## config.mk

```make
export PLATFORM = sky130hd
export DESIGN_NAME = pooling_layer_controller
export DESIGN_NICKNAME = d
export VERILOG_FILES = /design/src/rtl/pooling_pkg.sv /design/src/rtl/pooling_layer_controller_counter.sv /design/src/rtl/pooling_layer_controller.sv
export SDC_FILE = /design/constraint.sdc
export NUM_CORES = 1
export LEC_CHECK = 0
export CORE_MARGIN = 2
export CORE_UTILIZATION = 50
export CTS_BUF_LIST = sky130_fd_sc_hd__clkbuf_4
export CTS_CLUSTER_DIAMETER = 150
export CTS_CLUSTER_SIZE = 30
export DETAILED_ROUTE_END_ITERATION = 7
export GPL_ROUTABILITY_DRIVEN = 0
export GPL_TIMING_DRIVEN = 0
export PLACE_DENSITY = 0.79
export SETUP_SLACK_MARGIN = 0.5
export SLEW_MARGIN = 20
export SYNTH_ARGS = -nofsm -noshare
export SYNTH_HDL_FRONTEND = slang
export SYNTH_HIERARCHICAL = 1
export SYNTH_SLANG_ARGS = --single-unit
export TNS_END_PERCENT = 10
```

## constraint.sdc

```tcl
create_clock -name clk -period 2 [get_ports clk]
set_input_delay 0.4 -clock clk [delete_from_list [all_inputs] [get_ports clk]]
set_output_delay 0.4 -clock clk [all_outputs]
set_load 0.05 [all_outputs]
```

## src/rtl/pooling_pkg.sv

```systemverilog
// Shared constants and FSM state encoding for the max-pooling controller
// and the pooling input interface.
package pooling_pkg;

  localparam int KERNEL_SIZE = 2;
  localparam int INPUT_SIZE  = 6;
  localparam int OUTPUT_SIZE = INPUT_SIZE / KERNEL_SIZE;
  localparam int ROW_WIDTH   = (OUTPUT_SIZE > 2) ? $clog2(OUTPUT_SIZE) : 1;
  localparam int ADDR_WIDTH  = (INPUT_SIZE > 2) ? $clog2(INPUT_SIZE) : 1;
  localparam int KIDX_WIDTH  = (KERNEL_SIZE > 2) ? $clog2(KERNEL_SIZE) : 1;

  typedef enum logic [2:0] {
    IDLE  = 3'd0,
    REQ   = 3'd1,
    LOAD  = 3'd2,
    SHIFT = 3'd3,
    EMIT  = 3'd4,
    DONE  = 3'd5
  } state_e;

endpackage

```

## src/rtl/pooling_layer_controller_counter.sv

```systemverilog
// Nested window counters (shift index, kernel row, output column, output row).
// Exposes next-cycle values so the controller can register its outputs.
module pool_window_counter
  import pooling_pkg::*;
(
  input  logic                  clk,
  input  logic                  rst_n,
  input  logic                  i_clr,
  input  logic                  i_k_inc,
  input  logic                  i_kr_inc,
  input  logic                  i_kr_clr,
  input  logic                  i_c_inc,
  input  logic                  i_c_clr,
  input  logic                  i_r_inc,
  output logic [KIDX_WIDTH-1:0] o_k_nxt,
  output logic [KIDX_WIDTH-1:0] o_kr_nxt,
  output logic [ROW_WIDTH-1:0]  o_c_nxt,
  output logic [ROW_WIDTH-1:0]  o_r_nxt,
  output logic                  o_k_last,
  output logic                  o_kr_last,
  output logic                  o_c_last,
  output logic                  o_r_last
);

  logic [KIDX_WIDTH-1:0] r_k;
  logic [KIDX_WIDTH-1:0] r_kr;
  logic [ROW_WIDTH-1:0]  r_c;
  logic [ROW_WIDTH-1:0]  r_r;

  assign o_k_last  = (r_k  == KIDX_WIDTH'(KERNEL_SIZE - 1));
  assign o_kr_last = (r_kr == KIDX_WIDTH'(KERNEL_SIZE - 1));
  assign o_c_last  = (r_c  == ROW_WIDTH'(OUTPUT_SIZE - 1));
  assign o_r_last  = (r_r  == ROW_WIDTH'(OUTPUT_SIZE - 1));

  // Next-value decode; the shift index wraps on its own at the end of a row
  always_comb begin
    o_k_nxt  = r_k;
    o_kr_nxt = r_kr;
    o_c_nxt  = r_c;
    o_r_nxt  = r_r;
    if (i_clr) begin
      o_k_nxt  = {KIDX_WIDTH{1'b0}};
      o_kr_nxt = {KIDX_WIDTH{1'b0}};
      o_c_nxt  = {ROW_WIDTH{1'b0}};
      o_r_nxt  = {ROW_WIDTH{1'b0}};
    end else begin
      if (i_k_inc) begin
        o_k_nxt = o_k_last ? {KIDX_WIDTH{1'b0}} : r_k + KIDX_WIDTH'(1);
      end else begin
        o_k_nxt = r_k;
      end
      if (i_kr_clr) begin
        o_kr_nxt = {KIDX_WIDTH{1'b0}};
      end else if (i_kr_inc) begin
        o_kr_nxt = r_kr + KIDX_WIDTH'(1);
      end else begin
        o_kr_nxt = r_kr;
      end
      if (i_c_clr) begin
        o_c_nxt = {ROW_WIDTH{1'b0}};
      end else if (i_c_inc) begin
        o_c_nxt = r_c + ROW_WIDTH'(1);
      end else begin
        o_c_nxt = r_c;
      end
      if (i_r_inc) begin
        o_r_nxt = r_r + ROW_WIDTH'(1);
      end else begin
        o_r_nxt = r_r;
      end
    end
  end

  // Counter registers
  always_ff @(posedge clk) begin
    if (!rst_n) begin
      r_k  <= {KIDX_WIDTH{1'b0}};
      r_kr <= {KIDX_WIDTH{1'b0}};
      r_c  <= {ROW_WIDTH{1'b0}};
      r_r  <= {ROW_WIDTH{1'b0}};
    end else begin
      r_k  <= o_k_nxt;
      r_kr <= o_kr_nxt;
      r_c  <= o_c_nxt;
      r_r  <= o_r_nxt;
    end
  end

endmodule

```

## src/rtl/pooling_layer_controller.sv

```systemverilog
// Max-pooling sequencer: walks the map window by window, issues buffer reads,
// steers the load/shift interface and the max unit, and hands results downstream.
module pooling_layer_controller
  import pooling_pkg::*;
(
  input  logic                  clk,
  input  logic                  rst_n,
  input  logic                  start,
  output logic                  busy,
  output logic                  done,
  output logic                  rd_en,
  output logic [ADDR_WIDTH-1:0] rd_row,
  output logic [ADDR_WIDTH-1:0] rd_col,
  output logic                  iface_valid,
  output logic [ROW_WIDTH-1:0]  block_idx,
  output logic                  pool_en,
  output logic                  pool_first,
  output logic                  out_valid,
  input  logic                  out_ready,
  output logic [ROW_WIDTH-1:0]  out_row,
  output logic [ROW_WIDTH-1:0]  out_col
);

  state_e r_state;
  state_e w_state_nxt;

  logic w_clr, w_k_inc, w_kr_inc, w_kr_clr, w_c_inc, w_c_clr, w_r_inc;
  logic w_k_last, w_kr_last, w_c_last, w_r_last;
  logic [KIDX_WIDTH-1:0] w_k_nxt, w_kr_nxt;
  logic [ROW_WIDTH-1:0]  w_c_nxt, w_r_nxt;

  pool_window_counter u_counter (
    .clk       (clk),
    .rst_n     (rst_n),
    .i_clr     (w_clr),
    .i_k_inc   (w_k_inc),
    .i_kr_inc  (w_kr_inc),
    .i_kr_clr  (w_kr_clr),
    .i_c_inc   (w_c_inc),
    .i_c_clr   (w_c_clr),
    .i_r_inc   (w_r_inc),
    .o_k_nxt   (w_k_nxt),
    .o_kr_nxt  (w_kr_nxt),
    .o_c_nxt   (w_c_nxt),
    .o_r_nxt   (w_r_nxt),
    .o_k_last  (w_k_last),
    .o_kr_last (w_kr_last),
    .o_c_last  (w_c_last),
    .o_r_last  (w_r_last)
  );

  // State register
  always_ff @(posedge clk) begin
    if (!rst_n) begin
      r_state <= IDLE;
    end else begin
      r_state <= w_state_nxt;
    end
  end

  // Next-state and counter control
  always_comb begin
    w_state_nxt = r_state;
    w_clr       = 1'b0;
    w_k_inc     = 1'b0;
    w_kr_inc    = 1'b0;
    w_kr_clr    = 1'b0;
    w_c_inc     = 1'b0;
    w_c_clr     = 1'b0;
    w_r_inc     = 1'b0;
    case (r_state)
      IDLE: begin
        if (start) begin
          w_clr       = 1'b1;
          w_state_nxt = REQ;
        end else begin
          w_state_nxt = IDLE;
        end
      end
      REQ:  w_state_nxt = LOAD;
      LOAD: w_state_nxt = SHIFT;
      SHIFT: begin
        w_k_inc = 1'b1;
        if (w_k_last) begin
          if (!w_kr_last) begin
            w_kr_inc    = 1'b1;
            w_state_nxt = REQ;
          end else begin
            w_state_nxt = EMIT;
          end
        end else begin
          w_state_nxt = SHIFT;
        end
      end
      EMIT: begin
        // Downstream backpressure freezes everything, counters included
        if (out_ready) begin
          w_kr_clr = 1'b1;
          if (!w_c_last) begin
            w_c_inc     = 1'b1;
            w_state_nxt = REQ;
          end else if (!w_r_last) begin
            w_c_clr     = 1'b1;
            w_r_inc     = 1'b1;
            w_state_nxt = REQ;
          end else begin
            w_state_nxt = DONE;
          end
        end else begin
          w_state_nxt = EMIT;
        end
      end
      DONE:    w_state_nxt = IDLE;
      default: w_state_nxt = IDLE;
    endcase
  end

  // Outputs registered from next state and next counter values, so they line up with r_state
  always_ff @(posedge clk) begin
    if (!rst_n) begin
      busy        <= 1'b0;
      done        <= 1'b0;
      rd_en       <= 1'b0;
      rd_row      <= {ADDR_WIDTH{1'b0}};
      rd_col      <= {ADDR_WIDTH{1'b0}};
      iface_valid <= 1'b0;
      block_idx   <= {ROW_WIDTH{1'b0}};
      pool_en     <= 1'b0;
      pool_first  <= 1'b0;
      out_valid   <= 1'b0;
      out_row     <= {ROW_WIDTH{1'b0}};
      out_col     <= {ROW_WIDTH{1'b0}};
    end else begin
      busy        <= (w_state_nxt != IDLE);
      done        <= (w_state_nxt == DONE);
      rd_en       <= (w_state_nxt == REQ);
      iface_valid <= (w_state_nxt == LOAD);
      pool_en     <= (w_state_nxt == SHIFT);
      pool_first  <= (w_state_nxt == SHIFT) && (w_kr_nxt == {KIDX_WIDTH{1'b0}})
                     && (w_k_nxt == {KIDX_WIDTH{1'b0}});
      out_valid   <= (w_state_nxt == EMIT);
      block_idx   <= w_r_nxt;
      out_row     <= w_r_nxt;
      out_col     <= w_c_nxt;
      if (w_state_nxt == REQ) begin
        rd_row <= ADDR_WIDTH'(w_r_nxt) * ADDR_WIDTH'(KERNEL_SIZE) + ADDR_WIDTH'(w_kr_nxt);
        rd_col <= ADDR_WIDTH'(w_c_nxt) * ADDR_WIDTH'(KERNEL_SIZE);
      end
    end
  end

endmodule

```

==> results_dict.tcl, run 1 <==
set metrics [dict create \
    postSynth.asyncResetShare_pct 0 \
    cp_common_cell "sky130_fd_sc_hd__nor3b_4" \
    slowest_cell_delay_on_critical_path_ns 0.39 \
    startpoint_class "flop" \
    buffer_levels_on_the_longest_clock_path 2 \
    die-area_mm2 0.00245 \
    grt_overflow_total 0 \
    floorplan.rows 16 \
    cts_tree "yes" \
    fin_tns_setup_ns 0 \
    fmaxAchievable_mhz 598 \
    synth_fp_nets 114 \
    met3_wirelength_um 94 \
    pin_count_of_the_biggest_net_entering_global_routing 16 \
    postSynthCellCount 108 \
    grt_antenna_before_repair 0 \
    total_power_w 0.000911 \
    switchingPower_w 0.000262 \
    post_synthesis_to_final_layout_area_growth_pct 40.1 \
    grt_use_total_pct 19.9 \
    synth.largest_area_cell "sky130_fd_sc_hd__dfxtp_1" \
    synthFlopType "sky130_fd_sc_hd__dfxtp_1" \
    via_count 848 \
    core_region_area_mm2 0.00196 \
    synth_enable_flop_cells 0 \
    p_int_w 0.000650 \
    switching_share_pct 28.7 \
    setup-violations-final 0 \
    first_global_vias 879 \
    first_pass_grt_wire_length_mm 3.75 \
    yosys_top_cell_area_share_pct 48.4 \
    power.static_leakage_nw 0.635 \
    synth-seq-area-share_pct 48.4 \
    hold_class "reg -> reg" \
    met2_length_mm 1.16 \
    critical_path.slowest_cell "sky130_fd_sc_hd__dfxtp_4" \
    worst_setup_path_end_kind "flop" \
    detail_route.wirelength.met1_um 914 \
    synth.area.top_cells "sky130_fd_sc_hd__dfxtp_1, sky130_fd_sc_hd__mux2i_1, sky130_fd_sc_hd__nand2_1" \
    num-fill-cells 163 \
    chipHeight_um 49.5 \
    outcome "completed" \
    place.detailed.hpwl_mm 1.54 \
    critical_path_peak_fanout 5 \
    drt_pass_1_iters 4 \
    yosys_warnings 6 \
    vias_per_cell 4.99 \
    drive_above_1_share_pct 30.1 \
    floorplan.initialDensity_pct 52.7 \
    clock_insertion_delay_worst_skew_ns 0.32 \
    worst_clk_skew_ns 0.00848 \
    cts.sinks 25 \
    die_w_um 49.5 \
    hold_slack_ns 0.476 \
    required_ns 2.26 \
    yosysMostFrequentCell "sky130_fd_sc_hd__dfxtp_1" \
    post_cts_hold_buffers 0 \
    yosysUniqueCellTypes 33 \
    stdcell_area_mm2 0.00145 \
    critical_path_arrival_ns 1.93 \
    drt_drc_violations_left 0 \
    boundaryPins 23 \
    detailedRoute.firstIterationViolations 13 \
    maxUsedRoutingLayer "met4" \
    crit_chain "nor3b_4 -> nand2_2 -> nor3b_4 -> nand2b_1 -> a21oi_2 -> nand2_1 -> mux2i_1" \
    pwr-share-clk_pct 24.9 \
    synth_area_per_cell_um2 9.58 \
    fin_nets 150 \
    antenna-diode-count 0 \
    worst_ir_drop_vdd_v 0.000501 \
    drv.max_cap_violation_count 0 \
    synth-seq-cells 25 \
    p_seq_share_pct 57.5 \
    total_routed_wirelength_mm 2.19 \
    rsz_0062_raised_after_global_routing "yes" \
    post-route-period-util_pct 83.6 \
    synth_commonest_cells "sky130_fd_sc_hd__dfxtp_1, sky130_fd_sc_hd__nand2_1, sky130_fd_sc_hd__nor2_1" \
    timing_worst_setup_path_type "reg -> reg" \
    buffer_ports.inserted 21 \
    clkTransAtPathRegs_ns 0.14 \
    cts_made_buffers 3 \
    antenna_left 0 \
    power.density_cell_area_mw_per_mm2 629 \
    power.combinational.fraction_pct 17.6 \
    syn-cell-area_mm2 0.00103 \
    report.final.hold_viol_count 0 \
    final_max_slew_viol_count 0 \
    timing.slew.headroom_pct 66.2 \
    cts_root_buf "sky130_fd_sc_hd__clkbuf_4" \
    htree_num_levels 1 \
    timing_worst_slew_pin_value_ns 0.509 \
    final_period_minus_worst_setup_slack_ns 1.67 \
    place_area_mm2 0.00133 \
    routedWlPerCell_um 12.9 \
]
==> flip-flops by register name (all words and copies together), names as in the netlist <==
name,count
done,1
out_row,2
rd_row,3
pool_first,1
busy,1
r_state,3
u_counter/r_c,2
out_col,2
iface_valid,1
u_counter/o_kr_last,1
pool_en,1
out_valid,1
u_counter/o_k_last,1
rd_col,2
rd_en,1
u_counter/r_r,2
==> metal layers <==
layer / up-vias / track usage, %
met5: - / 0
met4: 0 / 5.09
met1: 398 / 20.2
li1: 425 / -
met2: 21 / 37.8
met3: 4 / 7.27
==> what timing repair did <==
action                     CTS  global route
setup endpoints to repair   31            30
gates resized for setup     39             4
buffers inserted             6             4
pin swaps                    4             4
==> stage by stage <==
step | worst slack, ns | instances | util, %
2_1_floorplan | 0.490 | 108 | -
3_3_place_gp | -0.0776 | 156 | 67.8
3_5_place_dp | -0.0624 | 156 | 67.8
4_1_cts | 0.405 | 166 | 71.8
5_1_grt | 0.241 | 170 | 73.9
6_report | 0.328 | 170 | 73.9
==> worst max-delay path: cells and delay by family (launching register included) <==
family           cells  cell delay (ns)
AND/OR/NAND/NOR      5             0.89
flip-flops           1             0.39
AO/OA/AOI/OAI        1             0.18
multiplexers         1             0.14
==> cell families after synthesis <==
family | count (synthesis) | synth area share [%]
muxes | 5 | 4.84
xor gates and xnor gates | 4 | 3.39
and+or+nand+nor | 42 | 22.1
DFF | 25 | 48.4
adders and majority gates | 2 | 2.42
other | 1 | 0.362
AOI/OAI and AO/OA | 13 | 11.5
buffers and inverters | 16 | 7.01
==> power groups by stage <==
stage / logic [W] / registers [W] / clock network [W]
final: 0.000160 / 0.000524 / 0.000227
after global routing: 0.000171 / 0.000528 / 0.000254
after CTS: 0.000154 / 0.000527 / 0.000240
after detailed placement: 0.000146 / 0.000539 / 0
after global placement: 0.000144 / 0.000538 / 0
after floorplan: 0.0000694 / 0.000572 / 0
==> cell type report <==
class	count	area (um^2)	share of cell area, %
plain buffers	5	31.3	2.16
well taps	27	33.8	2.33
clock inverters	1	7.51	0.518
clock buffers	3	22.5	1.55
multi-input cells	67	523	36.1
flip-flops and latches	25	514	35.5
inverters	11	41.3	2.85
repair buffers	31	277	19.1
==> final timing paths <==
| check | to | slack, ns | cells after the start | start |
|---|---|---|---|---|
| setup / recovery | rd_row[2] | 0.33 | 7 | r_state[0] |
| hold / removal | rd_row[1] | 0.48 | 2 | rd_row[1] |
| setup reg to reg | rd_row[2] | 0.33 | 7 | r_state[0] |
| hold reg to reg | rd_row[1] | 0.48 | 2 | rd_row[1] |
==> cells in the final DEF, fill, tap and decap left out, types with 2 or more instances in the layout <==
| cell type | synthesis | final |
|---|---|---|
| sky130_fd_sc_hd__nor3b_4 | 0 | 2 |
| sky130_fd_sc_hd__nand2b_1 | 5 | 5 |
| sky130_fd_sc_hd__nand3_1 | 2 | 2 |
| sky130_fd_sc_hd__clkdlybuf4s15_2 | 0 | 2 |
| sky130_fd_sc_hd__buf_4 | 3 | 13 |
| sky130_fd_sc_hd__ha_4 | 0 | 2 |
| sky130_fd_sc_hd__nor3_1 | 4 | 4 |
| sky130_fd_sc_hd__nand2_1 | 11 | 10 |
| sky130_fd_sc_hd__xnor2_1 | 4 | 4 |
| sky130_fd_sc_hd__clkbuf_4 | 0 | 3 |
| sky130_fd_sc_hd__nor4_1 | 3 | 3 |
| sky130_fd_sc_hd__dlygate4sd2_1 | 0 | 5 |
| sky130_fd_sc_hd__a21oi_1 | 4 | 3 |
| sky130_fd_sc_hd__inv_2 | 2 | 4 |
| sky130_fd_sc_hd__mux2i_1 | 5 | 5 |
| sky130_fd_sc_hd__dfxtp_2 | 0 | 2 |
| sky130_fd_sc_hd__inv_1 | 9 | 7 |
| sky130_fd_sc_hd__dfxtp_4 | 0 | 3 |
| sky130_fd_sc_hd__clkdlybuf4s15_1 | 0 | 10 |
| sky130_fd_sc_hd__buf_2 | 1 | 2 |
| sky130_fd_sc_hd__nor2_1 | 10 | 9 |
| sky130_fd_sc_hd__dfxtp_1 | 25 | 20 |
| sky130_fd_sc_hd__clkdlybuf4s50_1 | 0 | 3 |
Power figures use the tool's default switching activity.
==> run 2: changes to the inputs <==
Clock period 2 ns to 1.56 ns, I/O delays scaled along.
==> results_dict.tcl, run 2 (same netlist as run 1, synthesis figures left out) <==
set metrics [dict create \
    pin_count_of_the_biggest_net_entering_global_routing 16 \
    core_region_area_mm2 0.00196 \
    rsz_0062_raised_after_global_routing "yes" \
    vias_per_cell 5.31 \
    hold_path_end "rd_col[1]" \
    buffer_levels_on_the_longest_clock_path 2 \
    fin_nets 153 \
    detail_route.wirelength.met1_mm 1.07 \
    antenna_left 0 \
    via_count 919 \
    power.static_leakage_nw 0.713 \
    timing_worst_setup_path_type "reg -> reg" \
    outcome "finished with violations" \
    cts.sinks 25 \
    first_pass_grt_wire_length_mm 4.40 \
    buffer_ports.inserted 21 \
    worst_r2r_path_depth 6 \
    cts_root_buf "sky130_fd_sc_hd__clkbuf_4" \
    grt_use_total_pct 23.8 \
    hold_class "reg -> reg" \
    boundaryPins 23 \
    final_period_minus_worst_setup_slack_ns 1.66 \
    cts_tree "yes" \
    maxUsedRoutingLayer "met4" \
    drt_drc_violations_left 0 \
    met3_wirelength_um 133 \
    floorplan.rows 16 \
    placedCellCount 156 \
    most_frequent_cells_in_the_layout "sky130_fd_sc_hd__dfxtp_2, sky130_fd_sc_hd__buf_8, sky130_fd_sc_hd__buf_4" \
    worst_case_register_to_register_setup_slack_ns -0.1 \
    startpoint_class "flop" \
    post-route-period-util_pct 106 \
    reg_top3 "r_state (3), rd_row (3)" \
    violations "negative setup slack" \
    grt_antenna_before_repair 0 \
    die_w_um 49.5 \
    report.final.hold_viol_count 0 \
    post_synthesis_to_final_layout_area_growth_pct 60.8 \
    worst_ir_drop_vdd_v 0.000671 \
    setup-violations-final 8 \
    final_max_slew_viol_count 0 \
    antenna-diode-count 0 \
    finalNonFillerCells 173 \
    finalCoreUtilization_pct 84.8 \
    drv.max_cap_violation_count 0 \
    required_ns 1.77 \
    grt_overflow_total 0 \
    total_power_w 0.00124 \
    worst_clk_skew_ns 0.0129 \
    htree_num_levels 1 \
    r2r-start "r_state[1]" \
    detailedRoute.firstIterationViolations 19 \
    chipHeight_um 49.5 \
    crit-reg2reg-capture "rd_col[2]" \
    floorplan.initialDensity_pct 52.7 \
    drive_above_1_share_pct 58.2 \
    place.detailed.hpwl_mm 1.54 \
    post_cts_hold_buffers 0 \
    critical_path_peak_fanout 6 \
    routedWlPerCell_um 16.4 \
    die-area_mm2 0.00245 \
    worst_setup_path_end_kind "flop" \
    worstHoldPathCells 2 \
    power.density_cell_area_mw_per_mm2 745 \
    clkTransAtPathRegs_ns 0.14 \
    hold_path.startpoint "rd_col[1]" \
    first_global_vias 939 \
    fmaxAchievable_mhz 604 \
    cts_made_buffers 3 \
    critical_path_arrival_ns 1.87 \
    drt_pass_1_iters 4 \
    final.setup.worst_slack_ns -0.0963 \
    clock_insertion_delay_worst_skew_ns 0.33 \
    met2_length_mm 1.60 \
    total_routed_wirelength_mm 2.84 \
    layout.cells.most_common "sky130_fd_sc_hd__dfxtp_2" \
]
## run 2: worst max path at each step
stage | to | from | slack (ns) | cells past startpoint
after global routing | rd_row[2] | r_state[1] | -0.18 | 7
after CTS | rd_row[2] | r_state[1] | 0.007 | 7
after floorplan | rd_col[1] | u_counter/r_c[0] | 0.05 | 6
after detailed placement | rd_col[2] | out_ready | -0.41 | 5
after global placement | rd_col[2] | out_ready | -0.43 | 5
final | rd_col[2] | r_state[1] | -0.1 | 6
## run 2: cell type report
type	instances	area (um^2)
Clock buffer	3	22.5
Timing Repair Buffer	34	402
Buffer	5	42.5
Tap cell	27	33.8
Clock inverter	1	7.51
Fill cell	107	298
Inverter	11	46.3
Sequential cell	25	532
Multi-Input combinational cell	67	578
## run 2: per-stage QoR
step	instance area, um^2	setup slack [ns]	TNS, ns	hold slack [ns]
final	1660	-0.0963	-0.531	0.491
after global routing	1660	-0.180	-1.18	0.499
after CTS	1620	0.00718	0	0.491
after detailed placement	1330	-0.414	-3.93	0.459
after global placement	1330	-0.430	-3.91	0.447
after floorplan	1090	0.0497	0	0.427
## run 2: where the power goes
part           switching, W  internal, W  leakage, nW  total (W)
sequential        0.0000221     0.000660        0.213   0.000682
combinational      0.000148     0.000114        0.487   0.000261
clock              0.000198    0.0000982       0.0139   0.000296
## run 2: what timing repair did
| action | 4_1_cts | 5_1_grt |
|---|---|---|
| setup buffers | 9 | 4 |
| endpoints found under the setup margin | 42 | 42 |
| gates resized for setup | 178 | 3 |
| pin swaps | 13 | 4 |
## run 2: worst max-delay path: stages (launching register included)
cell and delay (ns):
sky130_fd_sc_hd__dfxtp_4 0.39, sky130_fd_sc_hd__buf_4 0.15, sky130_fd_sc_hd__o21ba_1 0.21, sky130_fd_sc_hd__a222oi_1 0.34, sky130_fd_sc_hd__buf_4 0.20, sky130_fd_sc_hd__o21ai_4 0.10
sky130_fd_sc_hd__mux2i_1 0.14
## run 2: metal layers
| layer | vias up | global-route usage [%] |
|---|---|---|
| met2 | 31 | 45.7 |
| met3 | 6 | 7.88 |
| li1 | 432 | - |
| met1 | 450 | 25.0 |
| met5 | - | 0 |
| met4 | 0 | 5.09 |
